[config.mk]
export PLATFORM = sky130hd
export DESIGN_NAME = uart_rx
export DESIGN_NICKNAME = d
export VERILOG_FILES = /design/src/rtl/uart_rx.sv
export SDC_FILE = /design/constraint.sdc
export NUM_CORES = 1
export LEC_CHECK = 0
export ABC_CLOCK_PERIOD_IN_PS = 4590
export CORE_MARGIN = 2
export CORE_UTILIZATION = 58
export CTS_CLUSTER_DIAMETER = 30
export DETAILED_ROUTE_END_ITERATION = 8
export PLACE_DENSITY = 0.81
export SLEW_MARGIN = 40
export SYNTH_ARGS = -nofsm -noshare
export SYNTH_HDL_FRONTEND = slang
export SYNTH_SLANG_ARGS = --single-unit
[constraint.sdc]
create_clock -name clk -period 4.59 [get_ports clk]
set_input_delay 0.6885 -clock clk [delete_from_list [all_inputs] [get_ports clk]]
set_output_delay 0.6885 -clock clk [all_outputs]
set_load 0.02 [all_outputs]
[src/rtl/uart_rx.sv]
// uart_rx: 8N1 serial receiver (1 start, 8 data LSB-first, 1 stop, no parity).
// The rx line is synchronised by two flops; every decision uses rx_s only.
// Bit centres are located by counting HALF cycles into the start bit and then
// DIV cycles per bit.
//
// Ports:
//   clk        system clock, rising edge
//   rst        asynchronous active-low reset
//   rx         serial line, idle high, asynchronous to clk
//   data[7:0]  last correctly received byte (held until the next good frame)
//   valid      one-cycle pulse, data is new this cycle
//   frame_err  one-cycle pulse, stop bit sampled low
//   busy       high whenever the receiver is not idle
module uart_rx #(
  parameter int BAUD = 115200,
  parameter int F    = 50000000
) (
  input  logic       clk,
  input  logic       rst,
  input  logic       rx,
  output logic [7:0] data,
  output logic       valid,
  output logic       frame_err,
  output logic       busy
);

  localparam int DIV  = F / BAUD;
  localparam int HALF = DIV / 2;
  localparam int CW   = $clog2(DIV);

  typedef enum logic [2:0] {IDLE, START, DATA, STOP, BRK} state_t;

  state_t          state_q, state_d;
  logic            rx_m, rx_s;
  logic [CW-1:0]   cnt_q;
  logic [2:0]      bit_q;
  logic [7:0]      sr_q;
  logic            cnt_half, cnt_last, smp;
  logic            valid_d, ferr_d;

  // 2-flop synchroniser, idles high so reset does not look like a start bit
  always_ff @(posedge clk or negedge rst) begin
    if (!rst) begin
      rx_m <= 1'b1;
      rx_s <= 1'b1;
    end else begin
      rx_m <= rx;
      rx_s <= rx_m;
    end
  end

  assign cnt_half = (cnt_q == CW'(HALF - 1));
  assign cnt_last = (cnt_q == CW'(DIV - 1));

  // Sample point: centre of the start bit, then the centre of every later bit
  always_comb begin
    smp = 1'b0;
    case (state_q)
      START:     smp = cnt_half;
      DATA, STOP: smp = cnt_last;
      default:   smp = 1'b0;
    endcase
  end

  // State register
  always_ff @(posedge clk or negedge rst) begin
    if (!rst) state_q <= IDLE;
    else      state_q <= state_d;
  end

  // Next-state logic
  always_comb begin
    state_d = state_q;
    case (state_q)
      IDLE:  if (!rx_s) state_d = START;
      // a start bit that is high again at its centre was a glitch
      START: if (smp) state_d = rx_s ? IDLE : DATA;
      DATA:  if (smp && bit_q == 3'd7) state_d = STOP;
      STOP:  if (smp) state_d = rx_s ? IDLE : BRK;
      // stay here until the line returns high so a held-low line
      // cannot start new frames or raise repeated frame errors
      BRK:   if (rx_s) state_d = IDLE;
      default: state_d = IDLE;
    endcase
  end

  // Output logic
  always_comb begin
    busy    = (state_q != IDLE);
    valid_d = (state_q == STOP) && smp && rx_s;
    ferr_d  = (state_q == STOP) && smp && !rx_s;
  end

  // Cycle counter: restarts on every state entry and at every sample point
  always_ff @(posedge clk or negedge rst) begin
    if (!rst) begin
      cnt_q <= '0;
    end else if (state_d != state_q || smp) begin
      cnt_q <= '0;
    end else if (state_q == START || state_q == DATA || state_q == STOP) begin
      cnt_q <= cnt_q + CW'(1);
    end else begin
      cnt_q <= '0;
    end
  end

  // Bit index and shift register; LSB arrives first so shift right from MSB
  always_ff @(posedge clk or negedge rst) begin
    if (!rst) begin
      bit_q <= '0;
      sr_q  <= '0;
    end else begin
      if (state_q == START && state_d == DATA) bit_q <= '0;
      else if (state_q == DATA && smp)         bit_q <= bit_q + 3'd1;
      if (state_q == DATA && smp) sr_q <= {rx_s, sr_q[7:1]};
    end
  end

  // Registered outputs; data only updates on a good stop bit
  always_ff @(posedge clk or negedge rst) begin
    if (!rst) begin
      data      <= '0;
      valid     <= 1'b0;
      frame_err <= 1'b0;
    end else begin
      valid     <= valid_d;
      frame_err <= ferr_d;
      if (valid_d) data <= sr_q;
    end
  end

endmodule

==> impl_metrics.prom <==
# TYPE chip_impl_metric gauge
chip_impl_metric{name="timing.final.crit_period",unit="ns"} 2.47
chip_impl_metric{name="drt.antenna.violating_nets",unit=""} 0
chip_impl_info{name="synth_area_leaders",value="dfrtp_1 (56%), mux2_2 (12%), nor2_1 (4.4%), dfstp_2 (3.6%), xnor2_1 (3.0%)"} 1
chip_impl_metric{name="post_cts_hold_buffer_count",unit=""} 0
chip_impl_metric{name="grt_overflow",unit=""} 0
chip_impl_metric{name="syn2layout_area_growth",unit="%"} 15.3
chip_impl_metric{name="clk_latency",unit="ns"} 0.34
chip_impl_metric{name="drt-vias-per-instance",unit=""} 5.66
chip_impl_metric{name="postSynthNetCount",unit=""} 120
chip_impl_metric{name="finalClockSkew",unit="ns"} 0.00998
chip_impl_info{name="critical_path.startpoint_type",value="register"} 1
chip_impl_metric{name="reg2reg_setup_slack",unit="ns"} 2.52
chip_impl_metric{name="final_net_count",unit=""} 140
chip_impl_metric{name="row_count",unit=""} 18
chip_impl_metric{name="drt_wl_total",unit="mm"} 2.39
chip_impl_metric{name="initial_utilization",unit="%"} 60.2
chip_impl_metric{name="routed-via-count",unit=""} 934
chip_impl_metric{name="tightest_slew",unit="ns"} 0.581
chip_impl_metric{name="total_non_filler_cell_area_in_the_finished_layout",unit="um^2"} 1690
chip_impl_info{name="worst_path_max_delay_cell",value="clkdlybuf4s50_1"} 1
chip_impl_metric{name="cts.repair.resized",unit=""} 0
chip_impl_metric{name="fmax",unit="MHz"} 405
chip_impl_metric{name="post-layout-total-power",unit="mW"} 0.475
chip_impl_info{name="min_path_type",value="register to register"} 1
chip_impl_metric{name="slowest_delay",unit="ns"} 0.56
chip_impl_metric{name="core",unit="um^2"} 2430
chip_impl_metric{name="grt_use_total",unit="%"} 20.8
chip_impl_metric{name="avg_inst_size_synth",unit="um^2"} 12.9
chip_impl_metric{name="synthCells",unit=""} 114
chip_impl_metric{name="place_hpwl",unit="mm"} 1.72
chip_impl_metric{name="layout-drive-gt1-share",unit="%"} 21.5
chip_impl_metric{name="drt_first_iter_violations",unit=""} 25
chip_impl_metric{name="die_height",unit="um"} 54.3
chip_impl_metric{name="yosysUniqueCellTypes",unit=""} 27
chip_impl_metric{name="maxSlewViolCount",unit=""} 0
chip_impl_metric{name="synth.top_cell.area_share",unit="%"} 56.4
chip_impl_metric{name="insertedDiodeCount",unit=""} 0
chip_impl_metric{name="required",unit="ns"} 3.90
chip_impl_metric{name="cts.reportedPaths.clkPinSlew",unit="ns"} 0.10
chip_impl_metric{name="finalHoldViolations",unit=""} 0
chip_impl_info{name="cts_tree",value="done"} 1
chip_impl_metric{name="filler_cell_count",unit=""} 182
chip_impl_metric{name="yosysSeqAreaShare",unit="%"} 59.9
chip_impl_info{name="cp_cell_sequence",value="or3_1, clkdlybuf4s50_1"} 1
chip_impl_metric{name="finalWeightedCongestion",unit=""} 0.840
chip_impl_info{name="rsz0062_at_grt",value="false"} 1
chip_impl_metric{name="post-cts-setup-buffers",unit=""} 0
chip_impl_metric{name="die_w",unit="um"} 54.3
chip_impl_metric{name="vdd_ir_drop_max",unit="uV"} 287
chip_impl_metric{name="clock_sinks",unit=""} 35
chip_impl_metric{name="largest_net_degree_at_the_start_of_global_routing",unit=""} 36
chip_impl_metric{name="first_global_vias",unit=""} 845
chip_impl_metric{name="setup_viol_count_final",unit=""} 0
chip_impl_metric{name="drv_cap",unit=""} 0
chip_impl_metric{name="power_per_cell_area",unit="nW/um^2"} 281
chip_impl_metric{name="cts_made_buffers",unit=""} 5
chip_impl_metric{name="design.portCount",unit=""} 14
chip_impl_metric{name="cts_buffer_depth",unit=""} 2
chip_impl_metric{name="wire_per_inst",unit="um"} 14.5
chip_impl_info{name="worstSetupPathType",value="register to primary output"} 1
chip_impl_metric{name="p_leak",unit="nW"} 0.815
chip_impl_metric{name="placed_cell_area",unit="um^2"} 1630
chip_impl_metric{name="remaining_drc_errors",unit=""} 0
chip_impl_metric{name="slew_headroom",unit="%"} 61.3
chip_impl_metric{name="antenna_found_initial",unit=""} 0
chip_impl_metric{name="dieArea",unit="um^2"} 2940
chip_impl_metric{name="path_max_fanout",unit=""} 8
chip_impl_metric{name="synth.ff_latch_count",unit=""} 35
chip_impl_metric{name="period_share",unit="%"} 53.8
chip_impl_metric{name="synth_area",unit="um^2"} 1470
chip_impl_metric{name="fin_util",unit="%"} 69.4
chip_impl_info{name="final_common_cell",value="dfrtp_1"} 1
chip_impl_metric{name="placement.io_buffers",unit=""} 13
chip_impl_info{name="outcome",value="finished, final reports clean"} 1
chip_impl_info{name="synth_largest_area_cell",value="dfrtp_1"} 1
chip_impl_metric{name="grt_first_pass_wirelength",unit="mm"} 4.03
chip_impl_metric{name="pre_cts_ws",unit="ns"} 2.38
chip_impl_metric{name="drt-pass1-iter-count",unit=""} 4
chip_impl_info{name="layout.cells.most_common_list",value="dfrtp_1 (33), nor2_1 (17), mux2_2 (16)"} 1
chip_impl_info{name="crit_path_end_kind",value="primary output"} 1
chip_impl_metric{name="crit_arrival",unit="ns"} 1.78
chip_impl_metric{name="ys.warnings.count",unit=""} 0
chip_impl_metric{name="timing.setup.tns",unit="ns"} 0
chip_impl_metric{name="cts-htree-levels",unit=""} 2
chip_impl_metric{name="setup_ws",unit="ns"} 2.12
chip_impl_info{name="clk_root_buffer_cell",value="clkbuf_4"} 1
==> stage by stage <==
stage,hold slack (ns),instances
after global routing,0.366,165
after global placement,0.348,157
final,0.359,165
after CTS,0.361,165
after detailed placement,0.348,157
after floorplan,0.345,114
==> cells in the mapped netlist <==
cell and number:
mux2_2 16, a32oi_1 1, nand3_1 4, nor4_1 1, dfstp_2 2, nor2_1 17, nor3_4 1, nor3_1 2
nand4_1 1, nor2b_2 1, xor2_1 3, xnor2_1 5, ha_1 3, and3_1 2, or3_1 3, nor3b_1 1
nand2_1 6, nor3b_2 1, dfrtp_1 33, and4_2 1, o211ai_1 1, nand2b_1 1, nand3b_1 2, nor4b_1 1
buf_4 1, o21ai_0 2, mux2i_1 2
==> final timing paths <==
kind / start / endpoint / cells after the start
max in group asynchronous: rst / rx_s$_DFF_PN1_ / 2
max: state_q[0]$_DFF_PN0_ / busy / 2
min in group asynchronous: rst / cnt_q[2]$_DFF_PN0_ / 2
min: rx_m$_DFF_PN1_ / rx_s$_DFF_PN1_ / 0
min reg2reg: rx_m$_DFF_PN1_ / rx_s$_DFF_PN1_ / 0
max reg2reg: state_q[2]$_DFF_PN0_ / sr_q[6]$_DFFE_PN0P_ / 4
==> layout make-up <==
type	count	area [um^2]	share of cell area (%)
sequential	35	878	52.0
timing repair buffer	14	138	8.15
multi-input combinational	78	586	34.7
tap	30	37.5	2.22
clock buffer	7	45.0	2.67
clock inverter	1	5.00	0.296
==> critical path: cells and delay by family, from the launching register on <==
family	cells	cell delay, ns
AND/OR/NAND/NOR	1	0.39
buffers and inverters	1	0.56
flip-flops	1	0.49
==> sequential cells by signal (all words and copies together), names as in the netlist <==
signal and cells:
rx_s 1, state_q 3, data 8, cnt_q 9, rx_m 1, bit_q 3
frame_err 1, valid 1, sr_q 8
==> kinds of logic after synthesis <==
family,after synthesis,synth area share (%)
DFF,35,59.9
and+or+nand+nor,45,16.7
AOI/OAI and AO/OA,4,1.79
buffers and inverters,1,0.513
muxes,18,13.7
adders and majority gates,3,2.56
xor gates and xnor gates,8,4.78
==> metal layers <==
metal / track usage [%] / part of all wire (%) / up-vias
met4: 13.3 / 2.7 / 0
met2: 26.5 / 48 / 20
met5: 0 / 0 / -
li1: - / - / 438
met1: 30.8 / 46 / 468
met3: 5.74 / 3.9 / 8
==> where the power goes <==
part | internal (mW) | total [mW] | switching [mW]
registers | 0.310 | 0.310 | 0.000726
clock network | 0.0596 | 0.156 | 0.0965
logic | 0.00228 | 0.00819 | 0.00592
total | 0.372 | 0.475 | 0.103
No activity file was read; power rests on OpenSTA's default activity.
